`src/rtl/fir_y_sched.sv`:
```
// Vertical polyphase decimation sequencer: tracks lines landing in a circular
// line buffer and sweeps one column pass per output row once `dec` lines are present.
module fir_y_sched #(
  parameter int AW       = 10,
  parameter int LB_LINES = 10,
  parameter int HW       = 12
) (
  input  logic          clk,
  input  logic          rst_n,
  input  logic          cfg_start,
  input  logic [2:0]    cfg_dec,
  input  logic [AW-1:0] cfg_width,
  input  logic [HW-1:0] cfg_height,
  input  logic          line_in_done,
  output logic [3:0]    lb_base,
  output logic          lb_rd_en,
  output logic [AW-1:0] lb_rd_addr,
  output logic          en_load,
  output logic [2:0]    coef_set,
  output logic          lb_full,
  output logic          busy,
  output logic          frame_done,
  output logic          cfg_err,
  output logic          ovf_err
);
  localparam int         DRAIN_CYC = 3;
  localparam int         UW        = HW + 1;
  localparam logic [4:0] LB_N      = 5'(LB_LINES);

  typedef enum logic [2:0] {S_IDLE, S_WAIT, S_READ, S_DRAIN, S_DONE} state_t;
  state_t state_q, state_d;

  logic [2:0]    dec_q;
  logic [AW-1:0] width_q;
  logic [HW-1:0] height_q;
  logic [AW-1:0] col_q;
  logic [4:0]    avail_q, avail_d;
  logic [UW-1:0] used_q, used_nxt, dec_x;
  logic [3:0]    base_q;
  logic [4:0]    base_sum, base_wrap;
  logic          base_adv_q;
  logic [1:0]    drain_q;
  logic          en_load_q, cfg_err_q, ovf_q;
  logic          cfg_ok, accept, reject, active, full, inc, drop, row_end, last_row;

  always_comb begin
    cfg_ok   = (cfg_dec inside {[3'd1:3'd5]}) && (cfg_width != '0) &&
               (cfg_height >= HW'(cfg_dec));
    accept   = (state_q == S_IDLE) && cfg_start && cfg_ok;
    reject   = (state_q == S_IDLE) && cfg_start && !cfg_ok;
    active   = (state_q != S_IDLE);
    full     = (avail_q == LB_N);
    inc      = active && line_in_done && !full;
    drop     = active && line_in_done && full;
    row_end  = (state_q == S_READ) && (col_q == width_q - AW'(1));
    dec_x    = UW'(dec_q);
    used_nxt = used_q + dec_x;
    // Another row needs a full group of fresh lines; leftovers below dec are dropped.
    last_row = (used_nxt + dec_x) > UW'(height_q);
    avail_d  = avail_q + 5'(inc) - (row_end ? 5'(dec_q) : 5'd0);
    // base < LB_LINES and dec <= 5 < LB_LINES, so one conditional subtract wraps.
    base_sum  = 5'(base_q) + 5'(dec_q);
    base_wrap = (base_sum >= LB_N) ? base_sum - LB_N : base_sum;
  end

  always_comb begin
    state_d = state_q;
    case (state_q)
      S_IDLE:  if (accept) state_d = S_WAIT;
      S_WAIT:  if (avail_q >= 5'(dec_q)) state_d = S_READ;
      S_READ:  if (row_end) state_d = last_row ? S_DRAIN : S_WAIT;
      S_DRAIN: if (drain_q == 2'(DRAIN_CYC - 1)) state_d = S_DONE;
      S_DONE:  state_d = S_IDLE;
      default: state_d = S_IDLE;
    endcase
  end

  always_ff @(posedge clk or negedge rst_n) begin
    if (!rst_n) begin
      state_q   <= S_IDLE;
      en_load_q <= 1'b0;
      cfg_err_q <= 1'b0;
      drain_q   <= '0;
      col_q     <= '0;
    end else begin
      state_q   <= state_d;
      en_load_q <= (state_q == S_READ);
      cfg_err_q <= reject;
      drain_q   <= (state_q == S_DRAIN) ? drain_q + 2'd1 : 2'd0;
      col_q     <= (state_q == S_READ && !row_end) ? col_q + AW'(1) : '0;
    end
  end

  always_ff @(posedge clk or negedge rst_n) begin
    if (!rst_n) begin
      dec_q    <= '0;
      width_q  <= '0;
      height_q <= '0;
    end else if (accept) begin
      dec_q    <= cfg_dec;
      width_q  <= cfg_width;
      height_q <= cfg_height;
    end
  end

  always_ff @(posedge clk or negedge rst_n) begin
    if (!rst_n) begin
      avail_q    <= '0;
      used_q     <= '0;
      base_q     <= '0;
      base_adv_q <= 1'b0;
      ovf_q      <= 1'b0;
    end else begin
      avail_q    <= active ? avail_d : 5'd0;
      // Base moves one cycle after the last read so the trailing load still sees the old base.
      base_adv_q <= row_end;
      if (accept)        used_q <= '0;
      else if (row_end)  used_q <= used_nxt;
      if (accept)          base_q <= '0;
      else if (base_adv_q) base_q <= base_wrap[3:0];
      if (accept)    ovf_q <= 1'b0;
      else if (drop) ovf_q <= 1'b1;
    end
  end

  assign lb_base    = base_q;
  assign lb_rd_en   = (state_q == S_READ);
  assign lb_rd_addr = col_q;
  assign en_load    = en_load_q;
  assign coef_set   = dec_q;
  assign lb_full    = full;
  assign busy       = (state_q != S_IDLE);
  assign frame_done = (state_q == S_DONE);
  assign cfg_err    = cfg_err_q;
  assign ovf_err    = ovf_q;

  a_avail_max: assert property (@(posedge clk) disable iff (!rst_n) avail_q <= LB_N);
  a_base_rng:  assert property (@(posedge clk) disable iff (!rst_n) 5'(base_q) < LB_N);

endmodule
```
`config.mk`:
```
export PLATFORM = sky130hd
export DESIGN_NAME = fir_y_sched
export DESIGN_NICKNAME = d
export VERILOG_FILES = /design/src/rtl/fir_y_sched.sv
export SDC_FILE = /design/constraint.sdc
export NUM_CORES = 1
export LEC_CHECK = 0
export ABC_AREA = 1
export CAP_MARGIN = 20
export CORE_AREA = 2 2 92 94
export DETAILED_ROUTE_END_ITERATION = 16
export DIE_AREA = 0 0 94 96
export HOLD_SLACK_MARGIN = 0.1
export PLACE_DENSITY = 0.8
export SLEW_MARGIN = 20
export SYNTH_ARGS = -nofsm -noshare
export SYNTH_HDL_FRONTEND = slang
export SYNTH_SLANG_ARGS = --single-unit
```
`constraint.sdc`:
```
create_clock -name clk -period 4 [get_ports clk]
set_input_delay 0.8 -clock clk [delete_from_list [all_inputs] [get_ports clk]]
set_output_delay 0.8 -clock clk [all_outputs]
set_load 0.005 [all_outputs]
```
==> results.tsv, run 1 <==
stage	metric	value	unit
outcome	status	completed	
critical_path	reg2regPathDepth	22	
clocking	clock_latency	0.36	ns
layout	diodes	0	
min_path	worstHoldPathType	flip-flop to flip-flop	
logic_synthesis	synth.yosys.warnings	0	
grt	grt_use_total	25.0	%
timing	relSlewSlack	33.7	%
place	dp.cells	734	
logic_synthesis	syn_nets	650	
clocking	cts.sinks	66	
logic_synthesis	synthAdderAreaFrac	12.9	%
logic_synthesis	synthFlopType	dfrtp_1	
detailed_routing	wl_per_cell	13.8	µm
layout	instances_no_fill	750	
timing	fin_tns_setup	0	ns
logic_synthesis	async_reset_ff_share	100	%
layout	final_util	66.8	%
pwr	power.leakage	0.00281	µW
min_path	min_from	drain_q[0]	
detailed_routing	drtIter0Drc	253	
grt	antenna_found_initial	0	
detailed_routing	via_per_inst	5.28	
clocking	max-clock-path-buffers	2	
layout	layout_commonest_cell	nand2_1	
logic_synthesis	syn_area	4500	µm²
critical_path	r2r-end	state_q[1]	
timing	timing.hold.ws	0.427	ns
timing	clock.fmax	0.273	GHz
place	gp_congestion	0.860	
clocking	cts_root_buffer	clkbuf_8	
logic_synthesis	synthCells	577	
layout	multi_input_area	2450	µm²
clocking	clk_pin_slew	0.08	ns
logic_synthesis	synth_edf_count	0	
timing	finalSetupViolations	0	
floorplanning	placementRows	33	
layout	nets	713	
timing	min_period	3.66	ns
layout	syn2layout_area_growth	19.3	%
timing	period_share	91.5	%
grt	grt_pass1_vias	3809	
clocking	cts_tree	yes	
clocking	cts_buffers	9	
floorplanning	ios	53	
floorplanning	core	8050	µm²
timing	final_hold_viol_count	0	
logic_synthesis	synth_xor_area_share	6.94	%
critical_path	path_class	flip-flop to flip-flop	
detailed_routing	routed_wl	10.4	mm
floorplanning	fp.dieH	96	µm
layout	nFillCells	653	
critical_path	r2r_slack	0.34	ns
detailed_routing	postRouteAntennaNets	0	
logic_synthesis	synth.distinct_cells	40	
timing	rsz0062_at_grt	false	
place	hpwl	7.97	mm
detailed_routing	drc	0	
clocking	htreeDepth	3	
layout	drive_gt1_share	7.91	%
detailed_routing	dr.pass1.iters	5	
logic_synthesis	yosys.area_share.simple	26.4	%
detailed_routing	vias	3959	
critical_path	cp.arrival	3.92	ns
min_path	hold_end	drain_q[0]	
critical_path	cp-start-kind	flip-flop	
logic_synthesis	synthMuxAreaShare	0.472	%
grt	grt_max_degree	44	
pwr	total_power	1630	µW
critical_path	critPathCaptureType	flip-flop	
critical_path	worst-path-max-fanout	4	
layout	seqCellArea	1650	µm²
timing	worst_slew_pin_slew	0.995	ns
place	io_buffers	52	
logic_synthesis	synth_sequential_area_ratio	36.7	%
pwr	p_per_area	303	nW/µm²
grt	globalRouteOverflowTotal	0	
logic_synthesis	synth_top_area_share	36.7	%
timing	clock_skew	0.0156	ns
logic_synthesis	synth.area.top_cells	dfrtp_1 37%, ha_1 11%, nand2_1 10%, inv_1 7.8%, xor2_1 4.9%	
layout	final_cell_mix	121 x nand2_1, 93 x inv_1, 66 x dfrtp_1, 51 x nor2_1, 51 x clkdlybuf4s50_1	
logic_synthesis	synth_area_leader_cell	dfrtp_1	
pwr	max-vdd-ir-drop	0.266	mV
logic_synthesis	synth-compound-area-share	7.58	%
floorplanning	start_util	55.9	%
critical_path	worst_ep_required_time	4.26	ns
floorplanning	die_w	94	µm
flow_run	maxCapViolations	0	
logic_synthesis	synth_top_family_by_area	simple AND/OR/NAND/NOR gates	
grt	grt_pass1_wl	17.5	mm
timing	slew_violations	0	
min_path	hold_depth	1	
floorplanning	die_area	9020	µm²
logic_synthesis	ys_ff_latch	66	
critical_path	r2r-start	coef_set[0]	
logic_synthesis	syn_avg_cell_area	7.81	µm²
-- cells in the mapped netlist, drive strengths merged, types with 3 or more instances --
| master | n |
|---|---|
| nor3b | 3 |
| nor2 | 60 |
| xor2 | 27 |
| dfrtp | 66 |
| buf | 6 |
| nand3 | 36 |
| ha | 40 |
| o21ai | 29 |
| a21oi | 23 |
| o22ai | 7 |
| fa | 4 |
| inv | 97 |
| and3 | 4 |
| nor4 | 3 |
| nand2 | 127 |
| nor3 | 12 |
| xnor2 | 7 |
| nand4 | 13 |
-- where the power goes --
group          internal [µW]  leakage (µW)  switching, µW
Combinational            152       0.00196            173
Clock                    306     0.0000966            272
Sequential               702      0.000762           21.9
-- what timing repair did --
item / 4_1_cts / 5_1_grt
hold buffers: 0 / 0
endpoints found under the setup margin: 0 / 1
resized for setup: 0 / 1
setup buffers: 0 / 0
-- worst max-delay path: stages (launching register included) --
cell and delay (ns):
dfrtp_1 0.38, ha_1 0.26, fa_1 0.45, xor2_1 0.18
ha_1 0.36, nand3_1 0.09, nand3_1 0.12, nand2_2 0.09
nor2_4 0.13, nand4_2 0.09, nor2_2 0.12, nand3b_1 0.10
xnor2_1 0.14, ha_1 0.29, nand4_1 0.11, nor4_2 0.17
nand4_1 0.12, nand2_1 0.09, nand3_1 0.08, nand2_1 0.06
nand2_1 0.04, nand2_1 0.05, nand2_1 0.04
-- stage by stage --
step / setup slack, ns / instance area (µm²)
2_1_floorplan: 0.545 / 4500
3_3_place_gp: 0.499 / 5170
3_5_place_dp: 0.325 / 5170
4_1_cts: 0.311 / 5370
5_1_grt: 0.0589 / 5380
6_report: 0.339 / 5380
-- layer usage --
| layer | global-route usage [%] | share of wire, % |
|---|---|---|
| met4 | 9.54 | 1.8 |
| met3 | 4.62 | 4.7 |
| met2 | 40.1 | 47 |
| met5 | 0 | 0 |
| met1 | 33.9 | 46 |
-- cell type report --
cell class                 instances  area share (%)
multi-input combinational        406            45.6
sequential                        66            30.7
timing repair buffer              60            10.7
inverter                          97            6.82
clock buffer                      12            2.70
tap                              105            2.44
clock inverter                     4           0.954
-- kinds of logic after synthesis --
| kind of cell | Yosys count |
|---|---|
| XOR/XNOR | 34 |
| AND/OR/NAND/NOR | 262 |
| buffers and inverters | 105 |
| flip-flops | 66 |
| adder cells (fa/ha/maj) | 44 |
| multiplexers | 2 |
| AO/OA/AOI/OAI | 64 |
-- worst max-delay path by stage --
stage | depth (start not counted) | startpoint | to | slack, ns
2_1_floorplan | 22 | coef_set[0] | state_q[1] | 0.54
3_3_place_gp | 22 | coef_set[0] | state_q[1] | 0.50
3_5_place_dp | 22 | coef_set[0] | state_q[1] | 0.32
4_1_cts | 22 | coef_set[0] | state_q[1] | 0.31
5_1_grt | 22 | coef_set[0] | state_q[1] | 0.06
6_report | 22 | coef_set[0] | state_q[1] | 0.34
-- flip-flops by register name, summed over array words and instances, names as in the netlist --
signal / cells
avail_q: 5
base_adv_q: 1
cfg_err: 1
coef_set: 3
drain_q: 2
en_load: 1
height_q: 12
lb_base: 4
lb_rd_addr: 10
ovf_err: 1
state_q: 3
used_q: 13
width_q: 10
Note: power is estimated with default switching activity, not from simulation.
==> inputs of run 2 (changes only) <==
- CORE_AREA: 2 2 92 94 -> 2 2 90 92
- DIE_AREA: 0 0 94 96 -> 0 0 92 94
- DONT_BUFFER_PORTS: default -> 1
- PLACE_DENSITY: 0.8 -> 0.74
==> run 2 against run 1 <==
Cell count fell by 7.5%; critical endpoint unchanged; setup slack improved by 0.030 ns; critical path type unchanged; design area shrank 10%.
==> results.tsv, run 2 (synthesized netlist as in run 1, its figures left out) <==
stage	metric	value	unit
outcome	status	completed	
layout	drive_gt1_share	8.45	%
critical_path	worst-path-max-fanout	4	
pwr	power.leakage	0.00261	µW
clocking	cts_root_buffer	clkbuf_8	
clocking	cts_tree	yes	
clocking	cts_resized	0	
layout	final_cell_mix	121 x nand2_1, 93 x inv_1, 66 x dfrtp_1, 51 x nor2_1, 40 x ha_1	
critical_path	cp.arrival	3.87	ns
floorplanning	placementRows	32	
timing	final_hold_viol_count	0	
place	postPlaceCellArea	4640	µm²
clocking	clock_latency	0.34	ns
layout	largest_reg_flops	13	
clocking	cts.sinks	66	
detailed_routing	via_per_inst	5.34	
critical_path	cp_slowest_cell	fa_1	
timing	clock_skew	0.00940	ns
timing	worst_slew_pin_slew	0.460	ns
floorplanning	ios	53	
timing	fin_tns_setup	0	ns
timing	clock.fmax	0.275	GHz
timing	min_period	3.63	ns
critical_path	worst_ep_required_time	4.24	ns
grt	grt_use_total	24.0	%
detailed_routing	drtIter0Drc	159	
layout	layout_commonest_cell	nand2_1	
layout	regMostFlops	used_q	
layout	final_area	4810	µm²
layout	nFillCells	667	
critical_path	worstPathCellList	ha_1 -> fa_1 -> xor2_1 -> ha_1 -> nand3_1 -> nand3_1 -> nand2_2 -> nor2_4 -> nand4_2 -> nor2_2 -> nand3b_1 -> xnor2_1 -> ha_1 -> nand4_1 -> nor4_1 -> nand4_1 -> nand2_1 -> nand3_1 -> nand2_1 -> nand2_1 -> nand2_1 -> nand2_1	
critical_path	cp-start-kind	flip-flop	
grt	grt_max_degree	67	
clocking	max-clock-path-buffers	2	
flow_run	maxCapViolations	0	
grt	globalRouteOverflowTotal	0	
critical_path	critPathTopFamily	simple AND/OR/NAND/NOR gates	
grt	antenna_found_initial	0	
critical_path	path_class	flip-flop to flip-flop	
clocking	cts_hold_buf	0	
detailed_routing	wl_per_cell	13.8	µm
floorplanning	die_w	92	µm
clocking	clk_pin_slew	0.08	ns
timing	rsz0062_at_grt	false	
critical_path	critPathMostFrequentCell	nand2_1	
detailed_routing	drc	0	
detailed_routing	postRouteAntennaNets	0	
layout	syn2layout_area_growth	6.89	%
floorplanning	start_util	59.2	%
floorplanning	fp.dieH	94	µm
pwr	p_per_area	308	nW/µm²
critical_path	worst-path-buf-inv	0	
grt	grt_pass1_vias	3647	
clocking	cts_buffers	9	
min_path	worstHoldPathType	primary input to async pin	
critical_path	critPathCaptureType	flip-flop	
timing	relSlewSlack	69.4	%
place	hpwl	7.39	mm
layout	top_regs	used_q x13, height_q x12	
clocking	htreeDepth	3	
floorplanning	die_area	8650	µm²
pwr	max-vdd-ir-drop	0.401	mV
layout	nets	660	
timing	slew_violations	0	
detailed_routing	dr.pass1.iters	4	
timing	period_share	90.8	%
critical_path	r2r-start	coef_set[0]	
layout	diodes	0	
timing	finalSetupViolations	0	
detailed_routing	vias	3707	
critical_path	r2r_slack	0.37	ns
floorplanning	core	7610	µm²
critical_path	cpPeakStageDelay	0.44	ns
place	io_buffers	0	
critical_path	r2r-end	state_q[1]	
clocking	postCtsSetupBuffers	0	
detailed_routing	routed_wl	9.59	mm
place	gp_congestion	0.835	
critical_path	reg2regPathDepth	22	
grt	grt_pass1_wl	16.5	mm
run 2: stage by stage:
step	utilization [%]	hold slack [ns]	cells	setup slack (ns)	power, µW
2_1_floorplan	-	0.403	577	0.545	950
5_1_grt	63.3	0.116	694	0.0216	1580
3_3_place_gp	61.0	0.412	677	0.498	988
4_1_cts	63.2	0.128	693	0.363	1500
6_report	63.3	0.141	694	0.369	1480
3_5_place_dp	61.0	0.426	677	0.381	1000
run 2: cell type report:
type / count / area, µm² / area share [%]
multi-input combinational: 406 / 2450 / 50.8
sequential: 66 / 1650 / 34.3
tap: 102 / 128 / 2.65
inverter: 97 / 367 / 7.61
clock buffer: 9 / 124 / 2.57
clock inverter: 7 / 45.0 / 0.936
timing repair buffer: 7 / 52.6 / 1.09
run 2: power by group:
group	internal (µW)	switching, µW
clock	223	270
sequential	702	20.5
combinational	117	150
run 2: how the worst max path moves through the flow:
stage	startpoint	endpoint	slack, ns	cells past startpoint
floorplan	coef_set[0]	state_q[1]	0.54	22
global placement	coef_set[0]	state_q[1]	0.50	22
detailed placement	coef_set[0]	state_q[1]	0.38	22
CTS	coef_set[0]	state_q[1]	0.36	22
global route	coef_set[0]	state_q[1]	0.02	22
finish	coef_set[0]	state_q[1]	0.37	22
run 2: routing by layer:
layer	part of all wire, %	routed length (µm)	global-route usage (%)
met1	47	4540	31.3
met2	47	4530	40.4
met3	4.3	409	4.98
met4	1.1	102	7.09
met5	0	0	0
==> inputs of run 3 (changes only) <==
- CELL_PAD_IN_SITES_DETAIL_PLACEMENT: default -> 0
- CELL_PAD_IN_SITES_GLOBAL_PLACEMENT: default -> 1
- CORE_AREA: 2 2 90 92 -> 2 2 100 102
- DIE_AREA: 0 0 92 94 -> 0 0 102 104
- PLACE_DENSITY: 0.74 -> 0.87
==> run 3 against run 2 <==
Global-route usage decreased by 4.0 points; cell count increased by 4.6%; total power up 0.61%; sequential share of layout area is 0.35 points lower; clock power increased by 2%; first-iteration DRC count is 27% lower; critical path depth is the same; hold slack gained 0.0017 ns.
==> results.tsv, run 3 (synthesized netlist as in run 1, its figures left out) <==
stage	metric	value	unit
pwr	p_sw_share	28.9	%
layout	syn2layout_area_growth	8.00	%
layout	drive_gt1_share	8.26	%
outcome	status	completed	
clocking	clock_latency	0.34	ns
clocking	htreeDepth	3	
pwr	total_power	1490	µW
timing	clock_skew	0.00737	ns
clocking	cts_resized	0	
timing	relSlewSlack	69.9	%
layout	top_regs	used_q x13, height_q x12	
grt	grt_pass1_vias	3615	
pwr	p_per_area	307	nW/µm²
timing	slew_violations	0	
timing	setup_ws	0.319	ns
floorplanning	start_util	47.2	%
detailed_routing	drc	0	
detailed_routing	via_per_inst	5.08	
critical_path	cp.arrival	3.92	ns
detailed_routing	wl_per_cell	13.6	µm
pwr	clkPwrFrac	33.8	%
grt	grt_use_total	20.0	%
grt	grt_max_degree	67	
floorplanning	ios	53	
clocking	max-clock-path-buffers	2	
grt	globalRouteOverflowTotal	0	
floorplanning	fp.dieH	104	µm
pwr	netSwitchingPower	430	µW
critical_path	worst_ep_required_time	4.24	ns
grt	antenna_found_initial	0	
detailed_routing	drtIter0Drc	116	
floorplanning	die_w	102	µm
pwr	p_comb_share	17.7	%
place	place_ws	0.307	ns
detailed_routing	routed_wl	9.87	mm
detailed_routing	postRouteAntennaNets	0	
critical_path	r2r-start	coef_set[0]	
layout	layout_commonest_cell	nand2_1	
pwr	p_int	1060	µW
floorplanning	placementRows	36	
layout	regMostFlops	used_q	
pwr	power.leakage	0.00260	µW
floorplanning	die_area	10600	µm²
min_path	worstHoldPathType	primary input to async pin	
critical_path	r2r_slack	0.32	ns
grt	grt_pass1_wl	16.9	mm
layout	final_cell_mix	121 x nand2_1, 93 x inv_1, 66 x dfrtp_1, 51 x nor2_1, 40 x ha_1	
floorplanning	core	9550	µm²
detailed_routing	vias	3687	
clocking	cts_root_buffer	clkbuf_8	
layout	final_util	50.9	%
timing	worst_slew_pin_slew	0.450	ns
place	gp_congestion	0.833	
critical_path	r2r-end	state_q[1]	
place	io_buffers	0	
timing	fin_tns_setup	0	ns
layout	largest_reg_flops	13	
clocking	cts_buffers	9	
timing	finalSetupViolations	0	
timing	clock.fmax	0.272	GHz
place	hpwl	7.69	mm
layout	nets	661	
detailed_routing	dr.pass1.iters	4	
critical_path	worst-path-max-fanout	4	
critical_path	cp-start-kind	flip-flop	
clocking	clk_pin_slew	0.07	ns
layout	diodes	0	
critical_path	path_class	flip-flop to flip-flop	
flow_run	maxCapViolations	0	
pwr	seq_power_share	48.5	%
layout	nFillCells	931	
clocking	postCtsSetupBuffers	0	
timing	period_share	92.0	%
timing	min_period	3.68	ns
clocking	cts_tree	yes	
pwr	max-vdd-ir-drop	0.244	mV
critical_path	reg2regPathDepth	22	
clocking	cts_hold_buf	0	
clocking	cts.sinks	66	
critical_path	critPathCaptureType	flip-flop	
timing	final_hold_viol_count	0	
==> run 3: cell types whose count changed in the layout (fill, tap and decap cells not counted), sizes merged <==
cell	delta
clkbuf	+3
inv	-1
buf	+1
clkinvlp	+2
clkinv	-4
==> run 3: power groups by stage <==
stage / Clock, µW / Sequential [µW] / Combinational (µW)
2_1_floorplan: 0 / 731 / 219
3_3_place_gp: 0 / 737 / 255
3_5_place_dp: 0 / 738 / 269
4_1_cts: 521 / 725 / 271
5_1_grt: 549 / 728 / 315
6_report: 504 / 723 / 265
==> run 3: cell type report <==
| class | count | area, µm² | area share [%] |
|---|---|---|---|
| multi-input cells | 406 | 2450 | 50.3 |
| flip-flops and latches | 66 | 1650 | 34.0 |
| inverters | 97 | 367 | 7.54 |
| well taps | 133 | 166 | 3.42 |
| clock buffers | 12 | 145 | 2.98 |
| repair buffers | 8 | 60.1 | 1.23 |
| clock inverters | 4 | 27.5 | 0.566 |
==> run 3: worst max-delay path: stages, from the launching register on <==
cell and delay (ns):
dfrtp_1 0.39, ha_1 0.26, fa_1 0.44, xor2_1 0.18, ha_1 0.35, nand3_1 0.09, nand3_1 0.13, nand2_2 0.08
nor2_4 0.13, nand4_2 0.10, nor2_2 0.14, nand3b_1 0.10, xnor2_1 0.14, ha_1 0.30, nand4_1 0.09, nor4_1 0.17
nand4_1 0.11, nand2_1 0.08, nand3_1 0.08, nand2_1 0.07, nand2_1 0.05, nand2_1 0.05, nand2_1 0.05
==> run 3: per-stage QoR <==
| step | cell area [µm²] | hold slack (ns) | cells |
|---|---|---|---|
| 2_1_floorplan | 4500 | 0.403 | 577 |
| 3_3_place_gp | 4680 | 0.413 | 709 |
| 3_5_place_dp | 4680 | 0.419 | 709 |
| 4_1_cts | 4860 | 0.125 | 725 |
| 5_1_grt | 4860 | 0.120 | 726 |
| 6_report | 4860 | 0.143 | 726 |
==> run 3: how the worst max path moves through the flow <==
stage           startpoint          to  slack (ns)  cells past startpoint
6_report       coef_set[0]  state_q[1]        0.32                     22
5_1_grt        coef_set[0]  state_q[1]     -0.0007                     22
4_1_cts        coef_set[0]  state_q[1]        0.30                     22
3_5_place_dp   coef_set[0]  state_q[1]        0.31                     22
3_3_place_gp   coef_set[0]  state_q[1]        0.47                     22
2_1_floorplan  coef_set[0]  state_q[1]        0.54                     22
==> run 3: layer usage <==
metal | vias to the layer above | global-route usage (%) | routed length [µm]
met5 | - | 0 | 0
met4 | 0 | 7.24 | 182
met3 | 19 | 4.77 | 407
met2 | 55 | 31.5 | 4550
met1 | 1744 | 26.6 | 4730
li1 | 1869 | - | -
